`src/rtl/crc_frame_appender.sv`:
```
// rtl/crc_frame_appender.sv - forwards byte frames and appends the calculator CRC as trailing bytes
// Optional feature: define CRC_FRAME_APPENDER_CNT_EN to add the 32-bit saturating frame_cnt_o output.
module crc_frame_appender #(
    parameter int CRC_SIZE      = 16,
    parameter bit CRC_LSB_FIRST = 1'b1
) (
    input  logic                clk_i,
    input  logic                rst_n_i,
    input  logic [7:0]          s_data_i,
    input  logic                s_valid_i,
    input  logic                s_last_i,
    output logic                s_ready_o,
    output logic [7:0]          m_data_o,
    output logic                m_valid_o,
    output logic                m_last_o,
    input  logic                m_ready_i,
    output logic                crc_soft_reset_o,
    output logic                crc_valid_o,
    output logic [7:0]          crc_data_o,
`ifdef CRC_FRAME_APPENDER_CNT_EN
    output logic [31:0]         frame_cnt_o,
`endif
    input  logic [CRC_SIZE-1:0] crc_i
);

    localparam logic [3:0] NBYTES = 4'(CRC_SIZE / 8);

    typedef enum logic [1:0] {
        ST_INIT,
        ST_PASS,
        ST_CAPTURE,
        ST_APPEND
    } state_t;

    state_t              state;
    state_t              state_nxt;
    logic                slot_free;
    logic                accept;
    logic                load_crc;
    logic [7:0]          crc_byte;
    logic [CRC_SIZE-1:0] crc_sh;
    logic [3:0]          cnt;

    // The output slot can take a new byte when empty or being drained this cycle.
    assign slot_free   = !m_valid_o || m_ready_i;
    assign s_ready_o   = (state == ST_PASS) && slot_free;
    assign accept      = s_valid_i && s_ready_o;
    assign load_crc    = (state == ST_APPEND) && slot_free;
    assign crc_byte    = CRC_LSB_FIRST ? crc_sh[7:0] : crc_sh[CRC_SIZE-1 -: 8];
    assign crc_valid_o = accept;
    assign crc_data_o  = s_data_i;

    // State register.
    always_ff @(posedge clk_i or negedge rst_n_i) begin
        if (!rst_n_i) begin
            state <= ST_INIT;
        end else begin
            state <= state_nxt;
        end
    end

    // Next state; the calculator is held in soft reset during reset, INIT and CAPTURE.
    always_comb begin
        state_nxt        = state;
        crc_soft_reset_o = !rst_n_i;
        case (state)
            ST_INIT: begin
                crc_soft_reset_o = 1'b1;
                state_nxt        = ST_PASS;
            end
            ST_PASS: begin
                if (accept && s_last_i) begin
                    state_nxt = ST_CAPTURE;
                end
            end
            ST_CAPTURE: begin
                crc_soft_reset_o = 1'b1;
                state_nxt        = ST_APPEND;
            end
            ST_APPEND: begin
                if (load_crc && (cnt == 4'd1)) begin
                    state_nxt = ST_PASS;
                end
            end
            default: state_nxt = ST_INIT;
        endcase
    end

    // Output slot: payload bytes in PASS, CRC bytes in APPEND, otherwise drain.
    always_ff @(posedge clk_i or negedge rst_n_i) begin
        if (!rst_n_i) begin
            m_data_o  <= 8'h00;
            m_valid_o <= 1'b0;
            m_last_o  <= 1'b0;
        end else if (accept) begin
            m_data_o  <= s_data_i;
            m_valid_o <= 1'b1;
            m_last_o  <= 1'b0;
        end else if (load_crc) begin
            m_data_o  <= crc_byte;
            m_valid_o <= 1'b1;
            m_last_o  <= (cnt == 4'd1);
        end else if (m_ready_i) begin
            m_valid_o <= 1'b0;
            m_last_o  <= 1'b0;
        end
    end

    // CRC shift register and remaining-byte counter; the CRC is sampled in CAPTURE.
    always_ff @(posedge clk_i or negedge rst_n_i) begin
        if (!rst_n_i) begin
            crc_sh <= '0;
            cnt    <= 4'd0;
        end else if (state == ST_CAPTURE) begin
            crc_sh <= crc_i;
            cnt    <= NBYTES;
        end else if (load_crc) begin
            crc_sh <= CRC_LSB_FIRST ? (crc_sh >> 8) : (crc_sh << 8);
            cnt    <= cnt - 4'd1;
        end
    end

`ifdef CRC_FRAME_APPENDER_CNT_EN
    // Count completed downstream frames, saturating at all ones.
    always_ff @(posedge clk_i or negedge rst_n_i) begin
        if (!rst_n_i) begin
            frame_cnt_o <= 32'd0;
        end else if (m_valid_o && m_ready_i && m_last_o && (frame_cnt_o != 32'hFFFF_FFFF)) begin
            frame_cnt_o <= frame_cnt_o + 32'd1;
        end
    end
`endif

endmodule

```
`config.mk`:
```
export PLATFORM = sky130hd
export DESIGN_NAME = crc_frame_appender
export DESIGN_NICKNAME = d
export VERILOG_FILES = /design/src/rtl/crc_frame_appender.sv
export SDC_FILE = /design/constraint.sdc
export NUM_CORES = 1
export LEC_CHECK = 0
export CAP_MARGIN = 20
export CELL_PAD_IN_SITES_DETAIL_PLACEMENT = 1
export CELL_PAD_IN_SITES_GLOBAL_PLACEMENT = 2
export CORE_MARGIN = 5
export CORE_UTILIZATION = 30
export DETAILED_ROUTE_END_ITERATION = 7
export PLACE_DENSITY_LB_ADDON = 0.1
export RECOVER_POWER = 25
export SLEW_MARGIN = 15
export SYNTH_ARGS = -nofsm -noshare
export SYNTH_HDL_FRONTEND = slang
export SYNTH_SLANG_ARGS = --single-unit
export TNS_END_PERCENT = 5
```
`constraint.sdc`:
```
create_clock -name clk_i -period 2.7 [get_ports clk_i]
set_input_delay 0.405 -clock clk_i [delete_from_list [all_inputs] [get_ports clk_i]]
set_output_delay 0.405 -clock clk_i [all_outputs]
set_load 0.01 [all_outputs]
```
# After elaboration in Yosys (flattened, before gate mapping)
# Cells that the tools add are included.
# classes
addsub,1
muxes,15
reduce_logical,14
n_eq_ne,6
# op_table
operator,n
16-bit 2-to-1 mux,2
8-bit 2-to-1 mux,2
4-bit 2-to-1 mux,2
2-bit case mux with 4 select lines,1
1-bit 2-to-1 mux,6
1-bit logical AND,5
2-bit == test (second input constant),2
4-bit by 1-bit == test with 1-bit output (second input constant),1
2-bit 2-to-1 mux,2
2-bit by 1-bit inequality test with 1-bit output (second input constant),2
2-bit nonzero test,2
4-bit by 1-bit subtractor with 4-bit output (second input constant),1
3-bit nonzero test,1
2-bit by 1-bit == test with 1-bit output (second input constant),1
1-bit zero test,2
2-bit zero test,1
2-bit AND reduction,1
2-bit OR reduction,1
1-bit logical OR,1
# totals
regBits,32
output_inout_bits,21
inputBits,29
elab_cells,42

# Depth between registers and ports, before layout
# Gate-level depths: netlist of the first run.
# depth
depth_word,7
depth_mapped,7
depth_no_buf,5

# Worst setup path after synthesis of the first run
# No wires, ideal clock.
# synth_timing
path_kind,reg-to-output
from,register state[0]
to,output crc_soft_reset_o
arrival_time_ns,1.297
n_path_buf,2
t_required_ns,2.295
path_slack_ns,0.998
path_stages_with_launch,7
path_cell_list,dfrtp_1 inv_1 ha_1 clkbuf_1 clkbuf_1 nor2_1 nand2_1
# synth_via
elab_chain_cells,3
elab_cells_between_ends,4
classes_between,eq/ne: 1; mux: 1; reduce/logical: 2
# synth_rtl
item,line,source
from (decl),35,state_t state;
from (signal assigned),58,state <= state_nxt;
2-bit == test or 2-bit zero test (tied branches),66,case (state)
2-bit OR reduction (no source line) *,-,
1-bit 2-to-1 mux *,66,
to (decl),17,"output logic crc_soft_reset_o,"
# Every way passes the cells marked *; elsewhere a longest branch is shown, timed or not.

# Final worst setup path of the first run
# layout_timing
from,input m_ready_i
to,output crc_valid_o
# layout_via
elab_chain_cells,3
# layout_rtl
item,line,source
from (decl),16,"input logic m_ready_i,"
1-bit logical OR,45,assign slot_free = !m_valid_o || m_ready_i;
1-bit logical AND,46,assign s_ready_o = (state == ST_PASS) && slot_free;
1-bit logical AND,47,assign accept = s_valid_i && s_ready_o;
to (decl),18,"output logic crc_valid_o,"
# No other way between the ends.

==> results.json, run 1 <==
{
  "status": "complete, but fails checks",
  "failed_checks": "capacitance limit, slew limit",
  "fin_tns_setup_ps": 0,
  "final.setup_skew_ps": 5.24,
  "cp.arrival_ps": 1930,
  "ys_ff_latch": 32,
  "syn_to_final_growth_pct": 38.8,
  "cts_max_path_buffers": 2,
  "cp_top_family": "buffers and inverters",
  "drtIter0Drc": 39,
  "cts_tree": "done",
  "syn_area_per_cell_sq_um": 9.98,
  "reg2reg_to": "state[1]",
  "place_hpwl_um": 2990,
  "ys_dominant_reg_cell": "dfrtp_1",
  "antenna_found_initial": 0,
  "drv_cap": 1,
  "postRouteAntennaNets": 0,
  "wl_um": 3900,
  "final_net_count": 239,
  "holdBufCountCts": 0,
  "total_power_uw": 2320,
  "final_common_cell": "clkdlybuf4s50_1",
  "post_cts_resize_count": 0,
  "h-tree-depth": 2,
  "routed_via_density": 4.57,
  "clkTransAtPathRegs_ps": 70,
  "hold_depth": 2,
  "grt_max_degree": 37,
  "max_freq_mhz": 428,
  "core_area_sq_um": 5110,
  "cts_setup_buffers": 0,
  "tightest_slew_ps": 1730,
  "die_area_sq_um": 6840,
  "slew_viol_final": 33,
  "slowest_delay_ps": 560,
  "crit_type": "input pin to output pin",
  "num_io_pins": 50,
  "syn_nets": 195,
  "mostFrequentLayoutCells": "clkdlybuf4s50_1, nand2_1, dfrtp_1",
  "slowest_stage": "clkdlybuf4s50_1",
  "hold_path_class": "flop to flop",
  "powerDensity_nw_per_um2": 1050,
  "syn_inst": 159,
  "dieHeight_um": 82.7,
  "r2r_slack_ps": 880,
  "place_congestion": 0.701,
  "synth_cell_types": 26,
  "p_leak_uw": 0.00102,
  "crit_top_cell": "clkdlybuf4s50_1",
  "numCtsBuffers": 5,
  "worstHoldEndpoint": "crc_sh[13]",
  "crit_chain": "clkdlybuf4s50_1 > nand2b_1 > and3_1 > clkdlybuf4s50_1",
  "synth_edf_count": 0,
  "vias": 1251,
  "grt_usage_pct": 12.7,
  "grt_pass1_wl_um": 6370,
  "clk_latency_ps": 280,
  "cp_max_fo": 6,
  "ys_seq_area_share_pct": 50.5,
  "yosys_warnings": 0,
  "finalCritPeriodShare_pct": 86.6,
  "numPortBuffers": 49,
  "crit_buf_inv": 2,
  "setup_viol": 0,
  "ir_drop_mv": 0.390,
  "drive_gt1_share_pct": 6.37,
  "async_flop_share_pct": 100,
  "finalCriticalPeriod_ps": 2340,
  "grt-ovfl-total": 0,
  "rows": 26,
  "r2r-start": "cnt[1]",
  "crit_path_end_kind": "output pin",
  "rsz0062_at_grt": "no",
  "finalHoldViolations": 0,
  "wl_per_cell_um": 14.2,
  "start_util_pct": 31.1,
  "die_w_um": 82.7,
  "cts-root-buf": "clkbuf_8",
  "cts.sinks": 32,
  "max_slew_margin_pct": -15.6,
  "hp-start": "crc_sh[13]",
  "netlist_area_sq_um": 1590,
  "drc": 0,
  "grt_pass1_vias": 1346,
  "diodes": 0,
  "r2r_cells": 5,
  "cp.required_ps": 2300,
  "cp-start-kind": "input pin",
  "dr.pass1.iters": 4
}
[stage by stage]
stage	area, sq um	utilization [%]	hold WS (ps)	std cells	setup slack (ps)
after global routing	2200	43.1	554	274	149
after CTS	2210	43.2	533	274	324
after detailed placement	2100	41.1	517	266	323
final	2200	43.1	531	274	362
after floorplan	1590	-	109	159	998
after global placement	2100	41.1	504	266	366
[worst max path at each step]
stage	depth (start not counted)	slack, ps	to	start
after floorplan	6	1000	crc_soft_reset_o	state[0]
after global placement	4	370	crc_valid_o	m_ready_i
after detailed placement	4	320	crc_valid_o	m_ready_i
after CTS	4	320	crc_valid_o	m_ready_i
after global routing	2	150	state[0]	rst_n_i
final	4	360	crc_valid_o	m_ready_i
[cells in the mapped netlist (2+ instances only)]
cell / instances / area [sq um]
inv_1: 4 / 15.0
o21ai_0: 24 / 120
mux2i_1: 17 / 170
nor2_1: 5 / 18.8
xor2_1: 2 / 17.5
ha_1: 7 / 87.6
dfrtp_1: 32 / 801
nand3_1: 3 / 15.0
buf_2: 2 / 10.0
buf_4: 10 / 75.1
nand2_1: 34 / 128
clkbuf_1: 5 / 18.8
[routing by layer]
metal | vias to the layer above | share of wire, % | global-route usage, %
li1 | 606 | - | -
met4 | 0 | 1.4 | 4.90
met1 | 602 | 46 | 16.0
met5 | - | 0 | 0
met2 | 39 | 46 | 20.0
met3 | 4 | 5.7 | 4.34
[registers in the layout (all words and copies together) (netlist names)]
register / cells
state: 2
m_valid_o: 1
m_data_o: 8
crc_sh: 16
cnt: 4
m_last_o: 1
[final cells by class]
class | instances | area [sq um]
tap | 70 | 87.6
timing repair buffer | 54 | 524
sequential | 32 | 801
inverter | 4 | 15.0
fill | 582 | 2910
multi-input combinational | 106 | 667
clock buffer | 6 | 72.6
clock inverter | 2 | 35.0
[cells by family (layout without fill, tap and decap cells)]
group	count (synthesis)	count (layout)	synth area share, %
and+or+nand+nor	51	51	14.2
DFF	32	32	50.5
AOI/OAI and AO/OA	27	27	8.99
buffers and inverters	21	66	7.49
muxes	18	18	11.7
adders and majority gates	7	7	5.52
xor gates and xnor gates	3	3	1.66
[worst min-delay path: cells and delay by family, from the launching register on]
family	cells	cell delay (ps)
flip-flops	1	380
AO/OA/AOI/OAI	1	60
AND/OR/NAND/NOR	1	50
[power by group]
group          internal (uW)  switching, uW  total (uW)
sequential               708            146         854
clock                    274            170         444
combinational            514            510        1020
total                   1500            826        2320
Power figures use the tool's default switching activity.
==> run 2: changes to the inputs <==
--- a/config.mk
+++ b/config.mk
@@ -13,3 +13,3 @@
 export DETAILED_ROUTE_END_ITERATION = 7
-export PLACE_DENSITY_LB_ADDON = 0.1
+export PLACE_DENSITY = 0.95
 export RECOVER_POWER = 25
==> constraint.sdc (replaced) <==
create_clock -name clk_i -period 2.7 [get_ports clk_i]
set_input_delay 0.27 -clock clk_i [delete_from_list [all_inputs] [get_ports clk_i]]
set_output_delay 0.27 -clock clk_i [all_outputs]
set_load 0.01 [all_outputs]
==> run 2 against run 1 <==
  * The flow still finishes with violations (capacitance limit, slew limit)
  * Cell count is 0.36% lower
  * Clock power up 2%
  * Sequential power down 0.5%
  * Setup slack better by 330 ps
  * Die area stayed put
  * Register-to-register slack about the same
  * Routed wire length is 1.6% lower
  * Global-route usage down 0.38 points
  * Clock skew is 2.0 ps lower
  * Largest cell class unchanged
==> results.json, run 2 (synthesis gave the netlist of run 1 again) <==
{
  "max_freq_mhz": 497,
  "post_cts_resize_count": 0,
  "cp.required_ps": 2430,
  "cp.arrival_ps": 1740,
  "powerDensity_nw_per_um2": 1050,
  "cts_setup_buffers": 0,
  "holdBufCountCts": 0,
  "hold_path_class": "flop to flop",
  "final_common_cell": "clkdlybuf4s50_1",
  "total_power_uw": 2300,
  "ir_drop_mv": 0.409,
  "routed_via_density": 4.42,
  "drc": 0,
  "finalHoldViolations": 0,
  "cts_tree": "done",
  "numPortBuffers": 49,
  "fin_tns_setup_ps": 0,
  "grt_usage_pct": 12.3,
  "mostFrequentLayoutCells": "clkdlybuf4s50_1, nand2_1, dfrtp_1",
  "grt_pass1_vias": 1303,
  "drv_cap": 1,
  "diodes": 0,
  "nFillCells": 583,
  "max_slew_margin_pct": -16.7,
  "cp-start-kind": "input pin",
  "cts.sinks": 32,
  "postRouteAntennaNets": 0,
  "slew_viol_final": 33,
  "syn_to_final_growth_pct": 38.3,
  "h-tree-depth": 2,
  "finalCritPeriodShare_pct": 74.5,
  "p_leak_uw": 0.00102,
  "place_hpwl_um": 2800,
  "final.setup_skew_ps": 3.19,
  "rows": 26,
  "failed_checks": "capacitance limit, slew limit",
  "wl_um": 3830,
  "largest_reg_flops": 16,
  "numCtsBuffers": 5,
  "cp_max_fo": 6,
  "num_io_pins": 50,
  "crit_path_end_kind": "output pin",
  "grt-ovfl-total": 0,
  "drtIter0Drc": 34,
  "tightest_slew_ps": 1750,
  "die_w_um": 82.7,
  "place_congestion": 0.799,
  "crit_type": "input pin to output pin",
  "final_net_count": 238,
  "cts-root-buf": "clkbuf_8",
  "rsz0062_at_grt": "no",
  "start_util_pct": 31.1,
  "clk_latency_ps": 280,
  "top_register": "crc_sh",
  "grt_max_degree": 37,
  "dieHeight_um": 82.7,
  "wl_per_cell_um": 14.0,
  "multi_input_area_sq_um": 667,
  "setup_viol": 0,
  "cts_max_path_buffers": 2,
  "die_area_sq_um": 6840,
  "clkTransAtPathRegs_ps": 60,
  "antenna_found_initial": 0,
  "finalCriticalPeriod_ps": 2010,
  "vias": 1208,
  "dr.pass1.iters": 2,
  "grt_pass1_wl_um": 6250,
  "status": "complete, but fails checks",
  "slowest_stage": "clkdlybuf4s50_1",
  "largest_registers": "crc_sh x16, m_data_o x8, cnt x4",
  "crit_chain": "clkdlybuf4s50_1 > nand2b_1 > and3_1 > clkdlybuf4s50_1",
  "drive_gt1_share_pct": 5.91,
  "regArea_sq_um": 801,
  "core_area_sq_um": 5110,
  "slowest_delay_ps": 540,
  "crit_top_cell": "clkdlybuf4s50_1"
}
## run 2: changes by cell type in the layout (fill, tap and decap cells not counted), sizes merged
cell | before | now
buf | 4 | 3
## run 2: layout make-up
| class | instances | area share, % |
|---|---|---|
| timing repair buffer | 53 | 23.5 |
| clock buffer | 6 | 3.31 |
| multi-input combinational | 106 | 30.4 |
| sequential | 32 | 36.5 |
| tap | 70 | 3.99 |
| clock inverter | 2 | 1.60 |
| inverter | 4 | 0.684 |
## run 2: per-stage QoR
stage	util, %	cell area [sq um]	hold slack [ps]	cells	setup slack, ps
floorplan	-	1590	-25.6	159	1020
finish	43.0	2190	529	273	690
CTS	43.0	2200	431	273	665
detailed placement	40.9	2090	514	265	696
global route	43.0	2190	549	273	357
global placement	40.9	2090	504	265	708
## run 2: metal layers
| metal | share of wire, % | wire length (um) | GRT usage, % | vias to the layer above |
|---|---|---|---|---|
| met5 | 0 | 0 | 0 | - |
| li1 | - | - | - | 608 |
| met3 | 6.1 | 232 | 3.90 | 5 |
| met4 | 1.4 | 55 | 3.92 | 0 |
| met1 | 47 | 1790 | 15.1 | 561 |
| met2 | 46 | 1760 | 20.5 | 34 |
## run 2: final timing paths
check	from	endpoint	slack, ps	depth (start not counted)
max in group asynchronous	rst_n_i	crc_sh[4]	750	2
hold reg to reg	crc_sh[14]	crc_sh[14]	530	2
hold / removal	crc_sh[14]	crc_sh[14]	530	2
setup reg to reg	cnt[1]	state[1]	890	5
setup / recovery	m_ready_i	crc_valid_o	690	4
min in group asynchronous	rst_n_i	state[0]	940	2
## run 2: worst max-delay path: cells and delay by family
family | cells | cell delay [ps]
buffers and inverters | 2 | 1030
and+or+nand+nor | 2 | 440
## run 2: where the power goes
| part | switching [uW] | leakage [uW] | internal (uW) |
|---|---|---|---|
| Clock | 180 | 0.0000552 | 274 |
| Combinational | 495 | 0.000557 | 503 |
| Sequential | 143 | 0.000405 | 708 |
| Total | 818 | 0.00102 | 1480 |
==> run 3: changes to the inputs <==
CORE_UTILIZATION = 25   (was 30)
PLACE_DENSITY = 0.87   (was 0.95)
clock period = 1.7 ns   (was 2.7 ns; I/O delays follow)
==> run 3 against run 2 <==
  * The flow finishes with violations (setup timing)
  * Sequential share of layout area is 1.6 points lower
  * Setup slack worse by 690 ps
  * Critical path type is now flop to flop
  * Global-route usage is 1.7 points lower
  * Routed wire length is 1.9% higher
  * Total power is 68% higher
  * Largest cell class unchanged
  * Hold slack worse by 82 ps
  * Critical endpoint is now state[1]
  * Clock skew hardly changed
  * Die area is 17% higher
  * Clock-buffer cell count stayed put
  * Sequential power is 60% higher
  * Utilization is 6.5 points lower
==> results.json, run 3 (synthesis gave the netlist of run 1 again) <==
{
  "multi_input_area_sq_um": 684,
  "finalCritPeriodShare_pct": 100,
  "status": "complete, but fails checks",
  "drv_cap": 0,
  "hold_path_class": "input pin to flop",
  "h-tree-depth": 2,
  "largest_registers": "crc_sh x16, m_data_o x8, cnt x4",
  "regArea_sq_um": 801,
  "placed_area_sq_um": 2180,
  "antenna_found_initial": 0,
  "max_freq_mhz": 587,
  "clkPwrFrac_pct": 18.6,
  "cts-root-buf": "clkbuf_8",
  "finalCriticalPeriod_ps": 1700,
  "largest_reg_flops": 16,
  "crit_type": "flop to flop",
  "cts_max_path_buffers": 2,
  "core_area_sq_um": 6280,
  "slew_viol_final": 0,
  "numPortBuffers": 49,
  "dp_cells": 279,
  "final_common_cell": "clkdlybuf4s50_1",
  "grt-ovfl-total": 0,
  "final_area_sq_um": 2290,
  "rows": 29,
  "wl_um": 3910,
  "hold_depth": 3,
  "grt_pass1_vias": 1305,
  "failed_checks": "setup timing",
  "drive_gt1_share_pct": 12.4,
  "top_register": "crc_sh",
  "clk_latency_ps": 280,
  "mostFrequentLayoutCells": "clkdlybuf4s50_1, nand2_1, dfrtp_1",
  "final_net_count": 245,
  "cts.sinks": 32,
  "die_area_sq_um": 8040,
  "routed_via_density": 4.36,
  "syn_to_final_growth_pct": 44.5,
  "final.setup_skew_ps": 3.69,
  "switchingPower_uw": 1360,
  "p_sw_share_pct": 35.2,
  "place_hpwl_um": 2960,
  "ir_drop_mv": 0.494,
  "cp_max_fo": 2,
  "crit_path_end_kind": "flop",
  "cp.required_ps": 1860,
  "drtIter0Drc": 47,
  "powerDensity_nw_per_um2": 1680,
  "crit_chain": "inv_2 > ha_4 > or4b_1 > a22o_1 > mux2_4",
  "finalNonFillerCells": 287,
  "wl_per_cell_um": 13.6,
  "setup_viol": 1,
  "finalHoldViolations": 0,
  "r2r_cells": 5,
  "cp.arrival_ps": 1870,
  "p_comb_share_pct": 46.0,
  "drc": 0,
  "p_int_uw": 2500,
  "die_w_um": 89.7,
  "vias": 1251,
  "rsz0062_at_grt": "yes",
  "cts_tree": "done",
  "cp-start-kind": "flop",
  "p_leak_uw": 0.00106,
  "tightest_slew_ps": 808,
  "place_congestion": 0.803,
  "nFillCells": 723,
  "layout_setup_ws_ps": -2.90,
  "slowest_delay_ps": 420,
  "start_util_pct": 25.3,
  "grt_usage_pct": 10.6,
  "grt_pass1_wl_um": 6380,
  "postRouteAntennaNets": 0,
  "p_seq_share_pct": 35.3,
  "numCtsBuffers": 5,
  "grt_max_degree": 37,
  "dieHeight_um": 89.7,
  "slowest_stage": "or4b_1",
  "clkTransAtPathRegs_ps": 70,
  "diodes": 0,
  "max_slew_margin_pct": 46.1,
  "num_io_pins": 50,
  "dr.pass1.iters": 3
}
run 3: cell count changes in the layout (fill, tap and decap cells not counted), moves of 2 or more:
cell and delta:
buf_4 +5, clkdlybuf4s50_1 -4, buf_12 +2, clkbuf_2 +2, dlygate4sd2_1 +2, ha_1 -2, inv_1 -2, inv_2 +2
run 3: timing repair:
action	4_1_cts	5_1_grt
gates resized for setup	4	7
buffers inserted	0	0
endpoints found under the setup margin	4	5
pin swaps	1	1
hold buffers	0	0
run 3: per-stage QoR:
stage | hold WS, ps | TNS, ps | setup WS (ps) | util, % | total power (uW)
2_1_floorplan | -126 | 0 | 22.7 | - | 2370
3_3_place_gp | 516 | -404 | -158 | 34.7 | 3110
3_5_place_dp | 523 | -702 | -189 | 34.7 | 3180
4_1_cts | 338 | -16.6 | -16.6 | 36.4 | 3920
5_1_grt | 457 | -78.3 | -59.5 | 36.5 | 4180
6_report | 447 | -2.90 | -2.90 | 36.5 | 3860
run 3: layout make-up:
type,count,share of cell area (%)
Inverter,4,0.655
Multi-Input combinational cell,106,29.9
Timing Repair Buffer,60,25.7
Sequential cell,32,34.9
Clock inverter,2,1.53
Clock buffer,6,3.17
Tap cell,77,4.20
run 3: layer usage:
| metal | global-route usage, % | up-vias | routed length (um) |
|---|---|---|---|
| li1 | - | 622 | - |
| met3 | 3.28 | 5 | 267 |
| met5 | 0 | - | 0 |
| met1 | 13.8 | 590 | 1730 |
| met2 | 16.1 | 34 | 1850 |
| met4 | 4.87 | 0 | 67 |
run 3: path summary, 6_finish.rpt:
path                            start          to  slack (ps)
max                            cnt[1]    state[1]          -3
min                         crc_i[12]  crc_sh[12]         450
max reg2reg                    cnt[1]    state[1]          -3
min reg2reg                crc_sh[10]  crc_sh[10]         530
max in group asynchronous     rst_n_i   crc_sh[5]         650
min in group asynchronous     rst_n_i    state[1]         540
run 3: power by group through the flow:
stage	Combinational [uW]	Clock (uW)	Sequential [uW]
finish	1780	719	1360
global route	1990	777	1420
CTS	1810	744	1360
detailed placement	1810	0	1380
global placement	1750	0	1350
floorplan	1020	0	1350
run 3: critical path, delay by kind of cell (launching register included):
kind	cells	cell delay [ps]
and+or+nand+nor	1	420
muxes	1	310
adders and majority gates	1	120
AOI/OAI and AO/OA	1	280
DFF	1	390
buffers and inverters	1	80
